File: src/rtl/spi_cfg_slave_p.sv
// spi_cfg_slave_p
//   SPI configuration slave. SPI pins are sampled on clk_40MHz; frames are
//   decoded into a bank of configuration registers. A completed write pulses
//   the matching one-hot command strobe. A read returns SYNC followed by the
//   addressed register. Frames cut short by spi_cs rising are counted.
//
// Ports
//   clk_40MHz  system clock, SPI pins sampled on its rising edge
//   rst        asynchronous active-high reset
//   spi_cs     frame select, active low
//   spi_sdi    serial data in, MSB first
//   spi_sdo    serial data out (registered)
//   reg_q      register bank, reg i at [i*DATA_W +: DATA_W]
//   cmd_stb    one-cycle one-hot strobe per written index
//   wr_idx     index of last completed write
//   wr_data    data of last completed write
//   frame_err  one-cycle pulse on an aborted frame
//   err_cnt    saturating abort count
//
// state  | meaning
// S_IDLE | waiting for a fresh cs falling edge; samples the start bit (k=0)
// S_HDR  | samples R/W (k=1)
// S_IDX  | shifts in the index, drives SYNC on reads
// S_PAD  | pad bit; loads the read word
// S_DATA | shifts in data, shifts out the read word
// S_DONE | frame complete, waiting for cs high
// S_SKIP | rejected frame, waiting for cs high (silent)
module spi_cfg_slave_p #(
  parameter int              IDX_W  = 3,
  parameter int              DATA_W = 8,
  parameter int              NREG   = 8,
  parameter logic [IDX_W:0]  SYNC   = 4'b1001,
  parameter int              ERR_W  = 8
) (
  input  logic                   clk_40MHz,
  input  logic                   rst,
  input  logic                   spi_cs,
  input  logic                   spi_sdi,
  output logic                   spi_sdo,
  output logic [NREG*DATA_W-1:0] reg_q,
  output logic [NREG-1:0]        cmd_stb,
  output logic [IDX_W-1:0]       wr_idx,
  output logic [DATA_W-1:0]      wr_data,
  output logic                   frame_err,
  output logic [ERR_W-1:0]       err_cnt
);

  localparam int MAX_W = (DATA_W > IDX_W) ? DATA_W : IDX_W;
  localparam int CNT_W = $clog2(MAX_W + 1);

  typedef enum logic [2:0] {
    S_IDLE, S_HDR, S_IDX, S_PAD, S_DATA, S_DONE, S_SKIP
  } state_t;

  state_t state, state_nxt;
  logic [CNT_W-1:0]  cnt, cnt_nxt;
  logic              cs_q;
  logic              rw_q;
  logic [IDX_W-1:0]  idx_sr;
  logic [DATA_W-1:0] data_sr;
  logic [DATA_W-1:0] rd_sr;
  logic [DATA_W-1:0] regs [NREG];

  logic              sdo_nxt, latch_rw, shift_idx, shift_data, load_rd;
  logic              commit, abort, sync_bit;
  logic [DATA_W-1:0] rd_word, wdata_nxt;

  for (genvar g = 0; g < NREG; g++) begin : g_regq
    assign reg_q[g*DATA_W +: DATA_W] = regs[g];
  end

  // Indices at or above NREG match no register and read as zero.
  always_comb begin
    rd_word = '0;
    for (int i = 0; i < NREG; i++)
      if (idx_sr == IDX_W'(i)) rd_word = regs[i];
  end

  always_comb begin
    sync_bit = 1'b0;
    for (int i = 0; i <= IDX_W; i++)
      if (cnt == CNT_W'(i)) sync_bit = SYNC[i];
  end

  assign wdata_nxt = DATA_W'({data_sr, spi_sdi});

  always_ff @(posedge clk_40MHz or posedge rst) begin
    if (rst) begin
      state <= S_IDLE;
      cnt   <= '0;
    end else begin
      state <= state_nxt;
      cnt   <= cnt_nxt;
    end
  end

  // spi_sdo for cycle k is decided on the edge that samples cycle k-1.
  always_comb begin
    state_nxt  = state;
    cnt_nxt    = cnt;
    sdo_nxt    = 1'b0;
    latch_rw   = 1'b0;
    shift_idx  = 1'b0;
    shift_data = 1'b0;
    load_rd    = 1'b0;
    commit     = 1'b0;
    abort      = 1'b0;
    case (state)
      S_IDLE: begin
        // cs_q is cleared by reset, so cs held low through reset goes to SKIP.
        if (!spi_cs) state_nxt = (cs_q && spi_sdi) ? S_HDR : S_SKIP;
      end
      S_HDR: begin
        if (spi_cs) begin
          abort     = 1'b1;
          state_nxt = S_IDLE;
        end else begin
          latch_rw  = 1'b1;
          sdo_nxt   = spi_sdi & SYNC[IDX_W];
          cnt_nxt   = CNT_W'(IDX_W - 1);
          state_nxt = S_IDX;
        end
      end
      S_IDX: begin
        if (spi_cs) begin
          abort     = 1'b1;
          state_nxt = S_IDLE;
        end else begin
          shift_idx = 1'b1;
          sdo_nxt   = rw_q & sync_bit;
          if (cnt == '0) state_nxt = S_PAD;
          else           cnt_nxt   = cnt - 1'b1;
        end
      end
      S_PAD: begin
        if (spi_cs) begin
          abort     = 1'b1;
          state_nxt = S_IDLE;
        end else begin
          load_rd   = 1'b1;
          sdo_nxt   = rw_q & rd_word[DATA_W-1];
          cnt_nxt   = CNT_W'(DATA_W - 1);
          state_nxt = S_DATA;
        end
      end
      S_DATA: begin
        if (spi_cs) begin
          abort     = 1'b1;
          state_nxt = S_IDLE;
        end else begin
          shift_data = 1'b1;
          if (cnt == '0) begin
            commit    = ~rw_q;
            state_nxt = S_DONE;
          end else begin
            sdo_nxt = rw_q & rd_sr[DATA_W-1];
            cnt_nxt = cnt - 1'b1;
          end
        end
      end
      S_DONE, S_SKIP: begin
        if (spi_cs) state_nxt = S_IDLE;
      end
      default: state_nxt = S_IDLE;
    endcase
  end

  always_ff @(posedge clk_40MHz or posedge rst) begin
    if (rst) begin
      cs_q      <= 1'b0;
      rw_q      <= 1'b0;
      idx_sr    <= '0;
      data_sr   <= '0;
      rd_sr     <= '0;
      spi_sdo   <= 1'b0;
      cmd_stb   <= '0;
      wr_idx    <= '0;
      wr_data   <= '0;
      frame_err <= 1'b0;
      err_cnt   <= '0;
      for (int i = 0; i < NREG; i++) regs[i] <= '0;
    end else begin
      cs_q      <= spi_cs;
      spi_sdo   <= sdo_nxt;
      frame_err <= abort;
      if (latch_rw)   rw_q    <= spi_sdi;
      if (shift_idx)  idx_sr  <= IDX_W'({idx_sr, spi_sdi});
      if (shift_data) data_sr <= wdata_nxt;
      if (load_rd)    rd_sr   <= DATA_W'({rd_word, 1'b0});
      else if (shift_data) rd_sr <= DATA_W'({rd_sr, 1'b0});
      for (int i = 0; i < NREG; i++) begin
        cmd_stb[i] <= commit && (idx_sr == IDX_W'(i));
        if (commit && (idx_sr == IDX_W'(i))) regs[i] <= wdata_nxt;
      end
      if (commit) begin
        wr_idx  <= idx_sr;
        wr_data <= wdata_nxt;
      end
      if (abort && (err_cnt != {ERR_W{1'b1}})) err_cnt <= err_cnt + 1'b1;
    end
  end

endmodule

File: config.mk
export PLATFORM = sky130hd
export DESIGN_NAME = spi_cfg_slave_p
export DESIGN_NICKNAME = d
export VERILOG_FILES = /design/src/rtl/spi_cfg_slave_p.sv
export SDC_FILE = /design/constraint.sdc
export NUM_CORES = 1
export LEC_CHECK = 0
export BUFFER_PORTS_ARGS = -buffer_cell sky130_fd_sc_hd__buf_2
export CAP_MARGIN = 0
export CORE_MARGIN = 10
export CORE_UTILIZATION = 56
export DETAILED_ROUTE_END_ITERATION = 8
export PLACE_DENSITY = 0.8
export SYNTH_ARGS = -nofsm -noshare
export SYNTH_HDL_FRONTEND = slang
export SYNTH_SLANG_ARGS = --single-unit
File: constraint.sdc
create_clock -name clk_40MHz -period 4.7 [get_ports clk_40MHz]
set_input_delay 0.705 -clock clk_40MHz [delete_from_list [all_inputs] [get_ports clk_40MHz]]
set_output_delay 0.705 -clock clk_40MHz [all_outputs]
set_load 0.02 [all_outputs]
==> key figures <==
Worst setup path
  • Reg2Reg Depth: 6
  • Slowest cell on crit path: or3_1
  • Crit Reg-Reg Endpoint: reg_q[19]
  • Critical Path End: reg_q[19]
  • Reg-to-reg slack, setup: roughly 1.5 ns
  • Crit path required time: 5.10 ns
  • Slowest Stage Delay on Critical Path: 0.71 ns
  • CP Launch Type: register
  • Cells along the critical path: inv_1 -> ha_1 -> or3b_2 -> or3_1 -> or3_1 -> mux2_4
  • R2R Path Start: cnt[0]
  • Crit. Startpoint: cnt[0]
  • Crit path DAT: 3.64 ns
  • Crit path kind: reg -> reg
  • Cell mode on critical path: or3_1
  • CP max FO: 18
  • Crit. End Element: register

Synth
  • Post-synthesis instance area: 5498 sq um
  • Unique cell type count in the Yosys netlist: 47
  • Compound-Gate Fraction of Synth Area: 0.07556
  • Post-Synth XOR/XNOR Area: 0.01434
  • #FFs+latches synth: 119
  • Seq/Total Area, Yosys: 0.5416
  • Syn_area_per_cell: 11.82 sq um
  • Ys flop type: dfrtp_1
  • EDFF count, synth: 0
  • Synth Area in Adders: 0.01138
  • Mux cell area share after synthesis: 0.2053
  • Yosys warnings: 0
  • FFs w/ async S/R, synth: 1.000
  • Syn nets: 474
  • Syn Inst Count: roughly 470
  • Simple-gate portion of the synthesized area: 0.1147
  • Combinational family with the most area after synthesis: multiplexers

Power
  • Leak pwr: 3.443 nW
  • P_sw: 1.166 mW
  • Switching share of power: 0.3450
  • Total power: 3.379 mW
  • Comb power frac: 0.200
  • Max VDD drop: 285.4 uV
  • Flop pwr share: 0.439
  • PD cells: 514.5 nW/um^2
  • P_int: 2.213 mW
  • Clock share of power: 0.361

Global route
  • M3 GR Usage: 0.05857
  • Tot GR Track Use: 0.1991
  • Met2 usage: 0.3098
  • Largest net degree at the start of global routing: 91
  • Vias in the first global route: 4119
  • Global Route met1 Usage: 0.2572
  • Global-route wire length before repair: 22650 um
  • GR peak layer: met2
  • Initial antenna violation count: 0
  • Remaining global-route overflow: 0

Clocking
  • Root Buffer: clkbuf_8
  • Hold-fix buffers, CTS: 0
  • Sink Count: 119
  • Num CTS Buffers: 17
  • Clock-pin slew on the worst setup and hold paths: 0.06 ns
  • CTS H-Tree Depth: 4
  • CTS resizes: 0
  • Number of post-CTS setup repair buffers: 0
  • Worst-Skew Late Latency: 0.52 ns
  • CTS tree: built
  • Max Buffers Root-to-Sink: 2

Die
  • Starting density of the core: 0.5677
  • Die width: 119.1 um
  • Core area: 9684 sq um
  • Die Y: about 120 um
  • # IOs: 97
  • Die area: 14180 sq um
  • # rows: 36

Status
  • Status: finished, final reports clean

Detailed routing
  • Detailed Route WL: 13850 um
  • Drt first pass iters: 5
  • Drt wl/cell: 19.96 um
  • Routed Antenna Nets: 0
  • DRT iter0 DRCs: between 200 and 300
  • DRC: 0
  • DR vias/cell: 5.752
  • Via count: approximately 4000

Layout
  • NumNets Final: ~560
  • Layout cells sized above 1: 0.3779
  • Commonest non-fill, non-tap cell in the layout: dfrtp_1
  • Commonest cells after routing, fill and taps aside: dfrtp_1 (118), buf_2 (96), nand2_1 (61)
  • ANT cells: 0
  • Synth-to-layout area growth: 19.46%

Timing
  • Setup TNS: 0 ns
  • Max-slew violations: 0
  • Actual slew at the worst max-slew pin: 1.088 ns
  • Setup repair after global routing missed its margin: false
  • Fin crit share: 0.6901
  • Hold Vio Cnt, Final: 0
  • Slew headroom: 0.2744
  • Final min period: 3.244 ns
  • Layout Skew: 0.006049 ns
  • Setup violators final: 0
  • Max Clk Rate: 0.3083 GHz

Placed design
  • Routability cong.: 0.7925
  • Port Buf Inserts: 96
  • Post-detail-place hpwl: between 9000 and 10000 um

Min path
  • Hold WC Path Type: in -> reg

Run
  • Max Cap Violations: 0
cell families (layout without fill, tap and decap cells):
group           after synthesis  after routing
compound gates               70             70
xor+xnor                      9              9
fa+ha+maj                     5              5
buf+inv                      44            140
flops                       119            119
mux                          97             97
simple gates                121            121
power by group through the flow:
stage	Clock [mW]	Combinational (mW)	Sequential, mW
floorplan	0	0.545	1.37
finish	1.22	0.676	1.48
CTS	1.23	0.683	1.48
global placement	0	0.658	1.48
detailed placement	0	0.680	1.49
global route	1.28	0.752	1.52
registers in the layout, indices dropped and copies added (netlist names):
signal     flops
cmd_stb        8
cnt            4
cs_q           1
data_sr        7
err_cnt        8
frame_err      1
idx_sr         3
rd_sr          7
reg_q         64
rw_q           1
spi_sdo        1
state          3
wr_data        8
wr_idx         3
through the flow:
stage	instances	instance area, sq um	setup WS [ns]	hold slack [ns]	utilization
after floorplan	465	5498	0.8375	0.4775	-
after global placement	662	6005	1.325	0.4467	0.6200
after detailed placement	662	6005	1.278	0.4513	0.6200
after CTS	694	6568	1.447	0.3985	0.6782
after global routing	694	6568	1.325	0.4019	0.6782
final	694	6568	1.456	0.4101	0.6782
area by class of cell:
class	instances	area (sq um)
clock buffer	20	435.4
clock inverter	12	127.6
fill	713	3117
inverter	8	32.53
multi-input combinational	302	2316
sequential	119	2979
tap	133	166.4
timing repair buffer	100	510.5
critical path: cells and delay by family, from the launching register on:
| kind | cells | cell delay, ns |
|---|---|---|
| and+or+nand+nor | 3 | 1.93 |
| DFF | 1 | 0.41 |
| adders and majority gates | 1 | 0.26 |
| muxes | 1 | 0.38 |
| buffers and inverters | 1 | 0.15 |
synth_stat cells (all sizes together), types with 2 or more instances:
master   number  share of area
dfrtp       119           0.54
mux2         68           0.15
nand2        61          0.042
mux2i        28          0.051
clkbuf       27          0.019
o21ai        26          0.024
a21oi        15          0.014
o22ai        13          0.015
nor2         10         0.0073
buf           9          0.013
nand3         9         0.0082
inv           8         0.0055
nor3          8          0.011
xor2          8          0.013
or3           6         0.0068
ha            5          0.011
nor4b         4         0.0064
a211oi        3         0.0041
nand2b        3         0.0034
nand4         3         0.0034
nor4          3         0.0061
o211ai        3         0.0041
or2           3         0.0034
a2111oi       2         0.0032
a31oi         2         0.0023
and2          2         0.0023
nand3b        2         0.0027
nor3b         2         0.0027
or4b          2         0.0043
worst min-delay path by stage:
stage | cells after the start | to | start
6_report | 1 | cs_q | spi_cs
5_1_grt | 1 | cs_q | spi_cs
4_1_cts | 1 | cs_q | spi_cs
3_5_place_dp | 2 | wr_data[3] | wr_data[3]
3_3_place_gp | 2 | wr_idx[0] | wr_idx[0]
2_1_floorplan | 1 | reg_q[14] | data_sr[5]
routing by layer:
layer,wire length (um),vias up
met2,6673,147
met3,945,21
met1,5957,2001
li1,-,1823
met5,0,-
met4,273,0
Note: power is estimated with default switching activity, not from simulation.
